===== src/rtl/run_ctrl_pkg.sv =====
// run_ctrl_pkg: shared state encoding and CPU timing constants for the run controller.
package run_ctrl_pkg;
    typedef enum logic [1:0] {IDLE, RST_HOLD, RUN, DONE} run_state_t;
    localparam int CPU_PHASES = 8;
endpackage


===== src/rtl/sync_phase_tracker.sv =====
// sync_phase_tracker: follows the CPU instruction-cycle phase and checks sync cadence.
//   clock/reset  system clock, synchronous active-high reset
//   enable       high while the controller is in RUN; state holds otherwise
//   clear        restart request; drops lock, counts and error flag
//   sync         CPU phase-0 pulse
//   phase        current phase within the instruction cycle
//   instr_count  sync pulses seen while enabled
//   sync_error   sticky cadence violation (early or missing pulse)
module sync_phase_tracker
    import run_ctrl_pkg::*;
#(
    parameter int CYCLE_WIDTH = 32,
    parameter int PHASES      = CPU_PHASES
) (
    input  logic                      clock,
    input  logic                      reset,
    input  logic                      enable,
    input  logic                      clear,
    input  logic                      sync,
    output logic [$clog2(PHASES)-1:0] phase,
    output logic [CYCLE_WIDTH-1:0]    instr_count,
    output logic                      sync_error
);
    localparam int PW = $clog2(PHASES);
    logic          locked;
    logic [PW-1:0] phase_inc;
    assign phase_inc = (phase == PW'(PHASES - 1)) ? '0 : phase + 1'b1;
    always_ff @(posedge clock) begin
        if (reset || clear) begin
            phase       <= '0;
            locked      <= 1'b0;
            instr_count <= '0;
            sync_error  <= 1'b0;
        end else if (enable) begin
            // a sync always realigns to phase 1; unlocked phase parks at 0
            phase  <= sync ? PW'(1) : (locked ? phase_inc : '0);
            locked <= locked | sync;
            if (sync)
                instr_count <= instr_count + 1'b1;
            // once locked, sync must coincide exactly with phase 0
            if (locked && (sync != (phase == '0)))
                sync_error <= 1'b1;
        end
    end
endmodule


===== src/rtl/run_controller.sv =====
// run_controller: CPU reset/run sequencer with cycle counting and sync cadence monitor.
//   clock/reset  system clock, synchronous active-high controller reset
//   start        one-clock request to begin a reset/run sequence (IDLE or DONE only)
//   stop         early termination while in RUN
//   sync         CPU phase-0 pulse
//   cpu_reset    reset to the CPU, low only in RUN
//   running      high in RUN
//   done         high in DONE
//   cycle_count  clocks spent in RUN
//   instr_count  sync pulses seen in RUN
//   phase        current instruction-cycle phase
//   sync_error   sticky cadence violation
module run_controller
    import run_ctrl_pkg::*;
#(
    parameter int CYCLE_WIDTH  = 32,
    parameter int RESET_CYCLES = 2,
    parameter int RUN_CYCLES   = 512,
    parameter int PHASES       = CPU_PHASES
) (
    input  logic                      clock,
    input  logic                      reset,
    input  logic                      start,
    input  logic                      stop,
    input  logic                      sync,
    output logic                      cpu_reset,
    output logic                      running,
    output logic                      done,
    output logic [CYCLE_WIDTH-1:0]    cycle_count,
    output logic [CYCLE_WIDTH-1:0]    instr_count,
    output logic [$clog2(PHASES)-1:0] phase,
    output logic                      sync_error
);
    localparam int                     HW         = (RESET_CYCLES > 1) ? $clog2(RESET_CYCLES) : 1;
    localparam logic [HW-1:0]          LAST_HOLD  = HW'(RESET_CYCLES - 1);
    localparam logic [CYCLE_WIDTH-1:0] LAST_CYCLE = CYCLE_WIDTH'(RUN_CYCLES - 1);
    run_state_t    state, next_state;
    logic [HW-1:0] hold_count;
    logic          clear;
    always_comb begin
        next_state = state;
        clear      = 1'b0;
        case (state)
            IDLE, DONE: begin
                clear      = start;
                next_state = start ? RST_HOLD : state;
            end
            RST_HOLD: next_state = (hold_count == LAST_HOLD) ? RUN : RST_HOLD;
            RUN: next_state = (stop || (RUN_CYCLES != 0 && cycle_count == LAST_CYCLE)) ? DONE : RUN;
            default: next_state = IDLE;
        endcase
    end
    // outputs are registered from next_state so they align with the state register
    always_ff @(posedge clock) begin
        if (reset) begin
            state       <= IDLE;
            hold_count  <= '0;
            cycle_count <= '0;
            cpu_reset   <= 1'b1;
            running     <= 1'b0;
            done        <= 1'b0;
        end else begin
            state     <= next_state;
            cpu_reset <= next_state != RUN;
            running   <= next_state == RUN;
            done      <= next_state == DONE;
            if (clear) begin
                hold_count  <= '0;
                cycle_count <= '0;
            end else if (state == RST_HOLD) begin
                hold_count <= hold_count + 1'b1;
            end else if (state == RUN) begin
                cycle_count <= cycle_count + 1'b1;
            end
        end
    end
    sync_phase_tracker #(
        .CYCLE_WIDTH(CYCLE_WIDTH),
        .PHASES     (PHASES)
    ) u_tracker (
        .clock      (clock),
        .reset      (reset),
        .enable     (state == RUN),
        .clear      (clear),
        .sync       (sync),
        .phase      (phase),
        .instr_count(instr_count),
        .sync_error (sync_error)
    );
endmodule


===== config.mk =====
export PLATFORM = sky130hd
export DESIGN_NAME = run_controller
export DESIGN_NICKNAME = d
export VERILOG_FILES = /design/src/rtl/run_ctrl_pkg.sv /design/src/rtl/sync_phase_tracker.sv /design/src/rtl/run_controller.sv
export SDC_FILE = /design/constraint.sdc
export NUM_CORES = 1
export LEC_CHECK = 0
export BUFFER_PORTS_ARGS = -buffer_cell sky130_fd_sc_hd__buf_2
export CORE_MARGIN = 3
export CORE_UTILIZATION = 45
export DETAILED_ROUTE_END_ITERATION = 6
export PLACE_DENSITY = 0.66
export SYNTH_ARGS = -nofsm -noshare
export SYNTH_HDL_FRONTEND = slang
export SYNTH_SLANG_ARGS = --single-unit

===== constraint.sdc =====
create_clock -name clock -period 2.19 [get_ports clock]
set_clock_uncertainty 0.15 [all_clocks]
set_input_delay 0.657 -clock clock [delete_from_list [all_inputs] [get_ports clock]]
set_output_delay 0.657 -clock clock [all_outputs]
set_load 0.03 [all_outputs]

==> results by group, run 1 <==
Die
  – Cell row count: 31
  – Die Y-Extent: 94.2 µm
  – Initial Util: 47.2%
  – Die width: 94.2 µm
  – Die footprint: 8870 µm²
  – Core ar.: 7410 µm²
  – Io pins: 76

Setup path
  – CP Cell Sequence: ha_1 > nand3_1 > or4_4 > or3_1 > a21oi_1
  – Setup CP Type: reg2reg
  – CP peak stage delay: 0.57 ns
  – Crit path launch type: flip-flop
  – Reg2Reg Depth: 5
  – Slowest-stage cell, CP: or4_4
  – FF-to-FF End: cycle_count[18]
  – Worst Path Arrival: 2.21 ns
  – Crit Reg-Reg Startpoint: cycle_count[1]
  – R2R setup slack: 0.12 ns
  – CP startpoint: cycle_count[1]
  – CP bufs+invs: 0
  – CP required: 2.33 ns
  – Crit-path max FO: 12
  – Delay-heaviest family, CP: simple AND/OR/NAND/NOR gates
  – Crit path capture type: flip-flop

Clocking
  – CTS tree: yes
  – Max clock buf depth: 2
  – Total CTS buffers: 9
  – Clock slew at reported path FFs: 0.08 ns
  – Clk Latency, worst-skew pair: 0.35 ns
  – CTS root buf: clkbuf_8
  – Post CTS Setup Buffer Count: 0
  – CTS sink count: 75
  – Number of H-tree levels: 3
  – Hold-fix buffers, CTS: 0

Outcome
  – Outcome: finished clean

Synth
  – Synth area leaders: dfxtp_1 (43%), xnor2_1 (9.5%), nor2_1 (7.9%)
  – Synthesis-stage register bit count: 75
  – Leading area contributor after synthesis: dfxtp_1
  – Ys async rst share: 0%
  – EDFF count, synth: 0
  – Sequential fraction of the synthesis area: 42.9%
  – Synth top area share: 42.9%
  – Count leader, synth: dfxtp_1
  – Post-Syn Instances: 394
  – Top FF cell, synth: dfxtp_1
  – Synth cell count leaders: dfxtp_1 (75), nor2_1 (74), xnor2_1 (38)
  – Yosys warns: 0
  – Synthesized Nets: 406
  – Yosys cell types: 38
  – Syn_area_per_cell: 8.88 µm²
  – Synthesized cell area: 3500 µm²

Global routing
  – First-pass GRT wire length: 13,000 µm
  – Vias in the first global route: 2,811
  – Remaining Overflow, GRT: 0
  – Largest net degree at the start of global routing: 40
  – Total track usage: 18.5%
  – Antenna violations before repair: 0

Placed design
  – RePlAce Congestion: 0.805
  – Final HPWL DP: 5580 µm
  – Pre-CTS WS: 0.00355 ns
  – I/O Buffers: 75

Cells and area
  – Ant diodes: 0
  – Multi-input logic area: 1930 µm²
  – Synth-to-Final Area Change: 25.0%
  – Fraction of layout cells with a size suffix above 1: 28.2%
  – Area occupied by registers: 1500 µm²
  – Fillers: 678
  – Nets@finish: 497

Run
  – Max cap viols: 0

Min path
  – Hold Crit Class: reg2reg
  – Min-delay src: u_tracker.sync_error
  – Hold worst-path end: u_tracker.sync_error
  – Hold Path Depth: 2

Power
  – Leak: 1.74 nW
  – Max IR drop VDD: 0.000311 V
  – Cell Pwr Density: 634 nW/µm²

STA
  – Fmax: 0.483 GHz
  – Final Max Slew Viols: 0
  – Final worst slack: 0.119 ns
  – Worst Max-Slew Pin Slew: 0.557 ns
  – Setup TNS Final: 0 ns
  – RSZ-0062 raised after global routing: no
  – Minimum clock period: 2.07 ns
  – Endpoints failing setup: 0
  – Final worst path period share: 94.6%
  – Slew HR: 62.4%
  – Fin. Hold Viols: 0

Drt
  – Via density: 5.12
  – DRC: 0
  – Final wirelength: 7840 µm
  – Drt pass-1 iters: 4
  – Initial drt markers: 100
  – Routed len/inst: 13.3 µm
  – Total number of vias: 3,014
  – Antenna Nets Post-Route: 0
-- cell usage in the layout (no fill, tap or decap), drive strengths merged, types with 9 or more instances in the layout --
master / instances
a21oi: 12
and4: 9
buf: 95
clkbuf: 9
dfxtp: 75
inv: 11
nand2: 25
nand3: 19
nand4: 14
nor2: 74
nor3: 17
nor4: 20
xnor2: 38
xor2: 19
-- timing repair --
| action | in CTS | in global routing |
|---|---|---|
| resized for setup | 0 | 8 |
| endpoints found under the hold margin | 0 | 0 |
| endpoints found under the setup margin | 0 | 21 |
-- cells by family after synthesis --
| logic type | count (synthesis) | synth area share (%) |
|---|---|---|
| AOI/OAI and AO/OA | 24 | 3.83 |
| xor gates and xnor gates | 57 | 14.3 |
| adders and majority gates | 7 | 2.50 |
| buffers and inverters | 26 | 3.25 |
| DFF | 75 | 42.9 |
| muxes | 2 | 0.572 |
| and+or+nand+nor | 203 | 32.7 |
-- stage by stage --
stage,cell area (µm²),hold WS (ns),utilization [%],cells,total power [mW]
2_1_floorplan,3500,0.337,-,394,1.49
3_3_place_gp,4090,0.300,55.2,573,1.52
3_5_place_dp,4090,0.318,55.2,573,1.52
4_1_cts,4330,0.314,58.5,589,2.81
5_1_grt,4380,0.326,59.1,589,2.88
6_report,4380,0.327,59.1,589,2.77
-- worst max path at each step --
stage	to	slack [ns]	cells past startpoint
CTS	u_tracker.instr_count[21]	0.002	8
global placement	u_tracker.instr_count[21]	0.06	6
detailed placement	u_tracker.instr_count[21]	0.004	8
finish	cycle_count[18]	0.12	5
global route	u_tracker.instr_count[28]	0.003	7
floorplan	cycle_count[28]	0.006	7
-- flip-flops by register name (all words and copies together) (netlist names) --
signal	cells
hold_count	1
running	1
cycle_count	32
u_tracker.instr_count	32
done	1
u_tracker.phase	3
u_tracker.locked	1
state	2
u_tracker.sync_error	1
cpu_reset	1
-- routing by layer --
layer | vias up | GRT usage [%] | part of all wire, %
li1 | 1536 | - | -
met1 | 1407 | 23.6 | 46
met2 | 61 | 29.9 | 47
met3 | 10 | 3.69 | 4.9
met4 | 0 | 8.18 | 1.9
met5 | - | 0 | 0
-- cell type report --
| type | instances | area share, % |
|---|---|---|
| multi-input combinational | 293 | 44.1 |
| sequential | 75 | 34.3 |
| timing repair buffer | 95 | 12.3 |
| clock buffer | 9 | 2.83 |
| tap | 99 | 2.83 |
| clock inverter | 7 | 2.66 |
| inverter | 11 | 0.944 |
-- power breakdown --
| group | total, mW | switching, mW | internal [mW] | leakage [nW] |
|---|---|---|---|---|
| Combinational | 0.119 | 0.0770 | 0.0425 | 1.02 |
| Clock | 1.28 | 0.522 | 0.754 | 0.119 |
| Sequential | 1.38 | 0.00663 | 1.37 | 0.605 |
-- worst reg2reg max path, cell delays in order, from the launching register on --
cell and delay (ns):
dfxtp_1 0.39, ha_1 0.25, nand3_1 0.13, or4_4 0.57, or3_1 0.39, a21oi_1 0.14
(Power assumes the default switching activity.)
==> inputs of run 2 (changes only) <==
GPL_TIMING_DRIVEN = 0   (was unset)
SYNTH_HIERARCHICAL = 1   (was unset)
==> run 2 against run 1 <==
Compared with the run above: non-clock buffer count is 10 higher; sequential share of layout area decreased by 0.72 points; total power rose by 9.6%; critical path depth is 3 higher; area after synthesis rose by 3.9%; clock-buffer cell count rose by 5.
==> results by group, run 2 <==
Synth
  – Leading area contributor after synthesis: dfxtp_1
  – Synth cell count leaders: dfxtp_1 (75), nor2_1 (41), nand2_1 (38)
  – Post-Syn Instances: 426
  – Yosys cell types: 47
  – Syn_area_per_cell: 8.54 µm²
  – Count leader, synth: dfxtp_1
  – Top FF cell, synth: dfxtp_1
  – Yosys warns: 6
  – Synth area leaders: dfxtp_1 (41%), a21oi_1 (4.8%), nor2_1 (4.2%)
  – Synthesized Nets: 438
  – Sequential fraction of the synthesis area: 41.3%
  – Synth top area share: 41.3%
  – Synthesis-stage register bit count: 75
  – EDFF count, synth: 0
  – Synthesized cell area: 3640 µm²
  – Ys async rst share: 0%

Die
  – Initial Util: 46.8%
  – Die width: 95.9 µm
  – Io pins: 76
  – Die Y-Extent: 95.9 µm
  – Die footprint: 9200 µm²
  – Core ar.: 7770 µm²
  – Cell row count: 32

Cells and area
  – Synth-to-Final Area Change: 24.2%
  – Core Util, Final: 58.2%
  – Non-Filler Instances: 630
  – Fraction of layout cells with a size suffix above 1: 27.7%
  – Top Registers: cycle_count (32), u_tracker/instr_count (32), u_tracker/phase (3)
  – Ant diodes: 0
  – Nets@finish: 535
  – Commonest non-fill, non-tap cell in the layout: buf_2
  – Most frequent cells in the layout: buf_2 (76), dfxtp_1 (61), nor2_1 (41)

Min path
  – Hold worst-path end: u_tracker/sync_error
  – Min-delay src: u_tracker/sync_error
  – Hold Path Depth: 2
  – Hold Crit Class: reg2reg

Placed design
  – I/O Buffers: 74
  – Final HPWL DP: 6590 µm
  – Post-Place Cells: 602
  – RePlAce Congestion: 0.787

STA
  – Final Max Slew Viols: 0
  – Fin. Hold Viols: 0
  – Fmax: 0.469 GHz
  – Slew HR: 60.3%
  – Worst Max-Slew Pin Slew: 0.593 ns
  – Fin Hold WS: 0.322 ns
  – Minimum clock period: 2.13 ns
  – Final worst path period share: 97.4%
  – Endpoints failing setup: 0
  – Setup TNS Final: 0 ns

Setup path
  – CP required: 2.32 ns
  – Setup CP Type: reg2reg
  – Crit path capture type: flip-flop
  – Crit path launch type: flip-flop
  – Worst Path Arrival: 2.26 ns
  – Crit Reg-Reg Startpoint: state[0]
  – Crit-path max FO: 7
  – Reg2Reg Depth: 8
  – R2R setup slack: 0.06 ns
  – FF-to-FF End: cycle_count[23]

Clocking
  – Number of H-tree levels: 3
  – CTS tree: yes
  – Max clock buf depth: 2
  – Clk Latency, worst-skew pair: 0.35 ns
  – Hold-fix buffers, CTS: 0
  – CTS sink count: 75
  – CTS root buf: clkbuf_8
  – Clock slew at reported path FFs: 0.07 ns
  – Total CTS buffers: 9

Drt
  – DRC: 0
  – Drt pass-1 iters: 4
  – Met3 wire length: 506 µm
  – Routed len/inst: 14.7 µm
  – Initial drt markers: 149
  – Total number of vias: 3,558
  – DR top layer: met4
  – Final wirelength: 9240 µm
  – Antenna Nets Post-Route: 0
  – M1 WL: 4410 µm
  – Via density: 5.65
  – WL met2: 4180 µm

Global routing
  – Remaining Overflow, GRT: 0
  – Largest net degree at the start of global routing: 12
  – Total track usage: 20.4%
  – First-pass GRT wire length: 14,700 µm
  – Vias in the first global route: 3,078
  – Antenna violations before repair: 0

Run
  – Max cap viols: 0

Outcome
  – Outcome: finished clean

Power
  – Leak: 1.80 nW
  – Max IR drop VDD: 0.000348 V
  – Final Power: 3.04 mW
  – Cell Pwr Density: 672 nW/µm²
[run 2: cell count changes after synthesis, moves of 13 or more]
cell / change
xnor2_1: -21
nor2_1: -33
a21oi_1: +23
nand2_1: +13
xor2_1: -13
or4_1: +13
[run 2: critical path: stages (launching register included)]
cell,delay (ns)
dfxtp_2,0.34
inv_2,0.07
ha_4,0.17
buf_8,0.13
and4_4,0.23
nand4_1,0.23
buf_4,0.23
or4_1,0.39
a21oi_1,0.12
[run 2: power breakdown]
part           switching, mW  internal, mW
logic                  0.395         0.228
clock network          0.490         0.472
registers             0.0390          1.41
[run 2: final cells by class]
type / count / area [µm²]
sequential: 75 / 1520
timing repair buffer: 87 / 465
multi-input combinational: 322 / 2050
buffer: 18 / 144
fill: 751 / 3250
tap: 102 / 128
inverter: 10 / 37.5
clock buffer: 14 / 163
clock inverter: 2 / 10.0
[run 2: per-layer routing]
metal | up-vias | track usage, %
met5 | - | 0
met4 | 0 | 7.82
met3 | 11 | 3.99
met2 | 85 | 31.7
met1 | 1680 | 27.9
li1 | 1782 | -
[run 2: worst max-delay path by stage]
stage / start / slack (ns) / to
floorplan: sync / -0.07 / u_tracker/instr_count[26]
global placement: sync / -0.24 / u_tracker/instr_count[26]
detailed placement: sync / -0.26 / u_tracker/instr_count[26]
CTS: state[0] / 0.001 / u_tracker/instr_count[25]
global route: state[0] / -0.0007 / cycle_count[23]
finish: state[0] / 0.06 / cycle_count[23]
[run 2: kinds of logic (layout without fill, tap and decap cells)]
family | Yosys count | count (layout) | share of synthesized area [%]
XOR/XNOR | 23 | 23 | 5.54
multiplexers | 6 | 6 | 1.65
AO/OA/AOI/OAI | 83 | 83 | 13.8
AND/OR/NAND/NOR | 203 | 203 | 31.2
flip-flops | 75 | 75 | 41.3
buffers and inverters | 29 | 131 | 4.06
adder cells (fa/ha/maj) | 7 | 7 | 2.41
[run 2: through the flow]
stage               instance area (µm²)  setup WS [ns]
CTS                                4390       0.000997
global placement                   4180         -0.237
floorplan                          3680        -0.0681
detailed placement                 4180         -0.255
finish                             4520         0.0576
global route                       4520      -0.000733
[run 2: repair_timing]
action / CTS / global route
setup endpoints to repair: 45 / 40
pin swaps: 1 / 4
gates cloned: 0 / 1
resized for setup: 6 / 24
setup buffers: 3 / 9
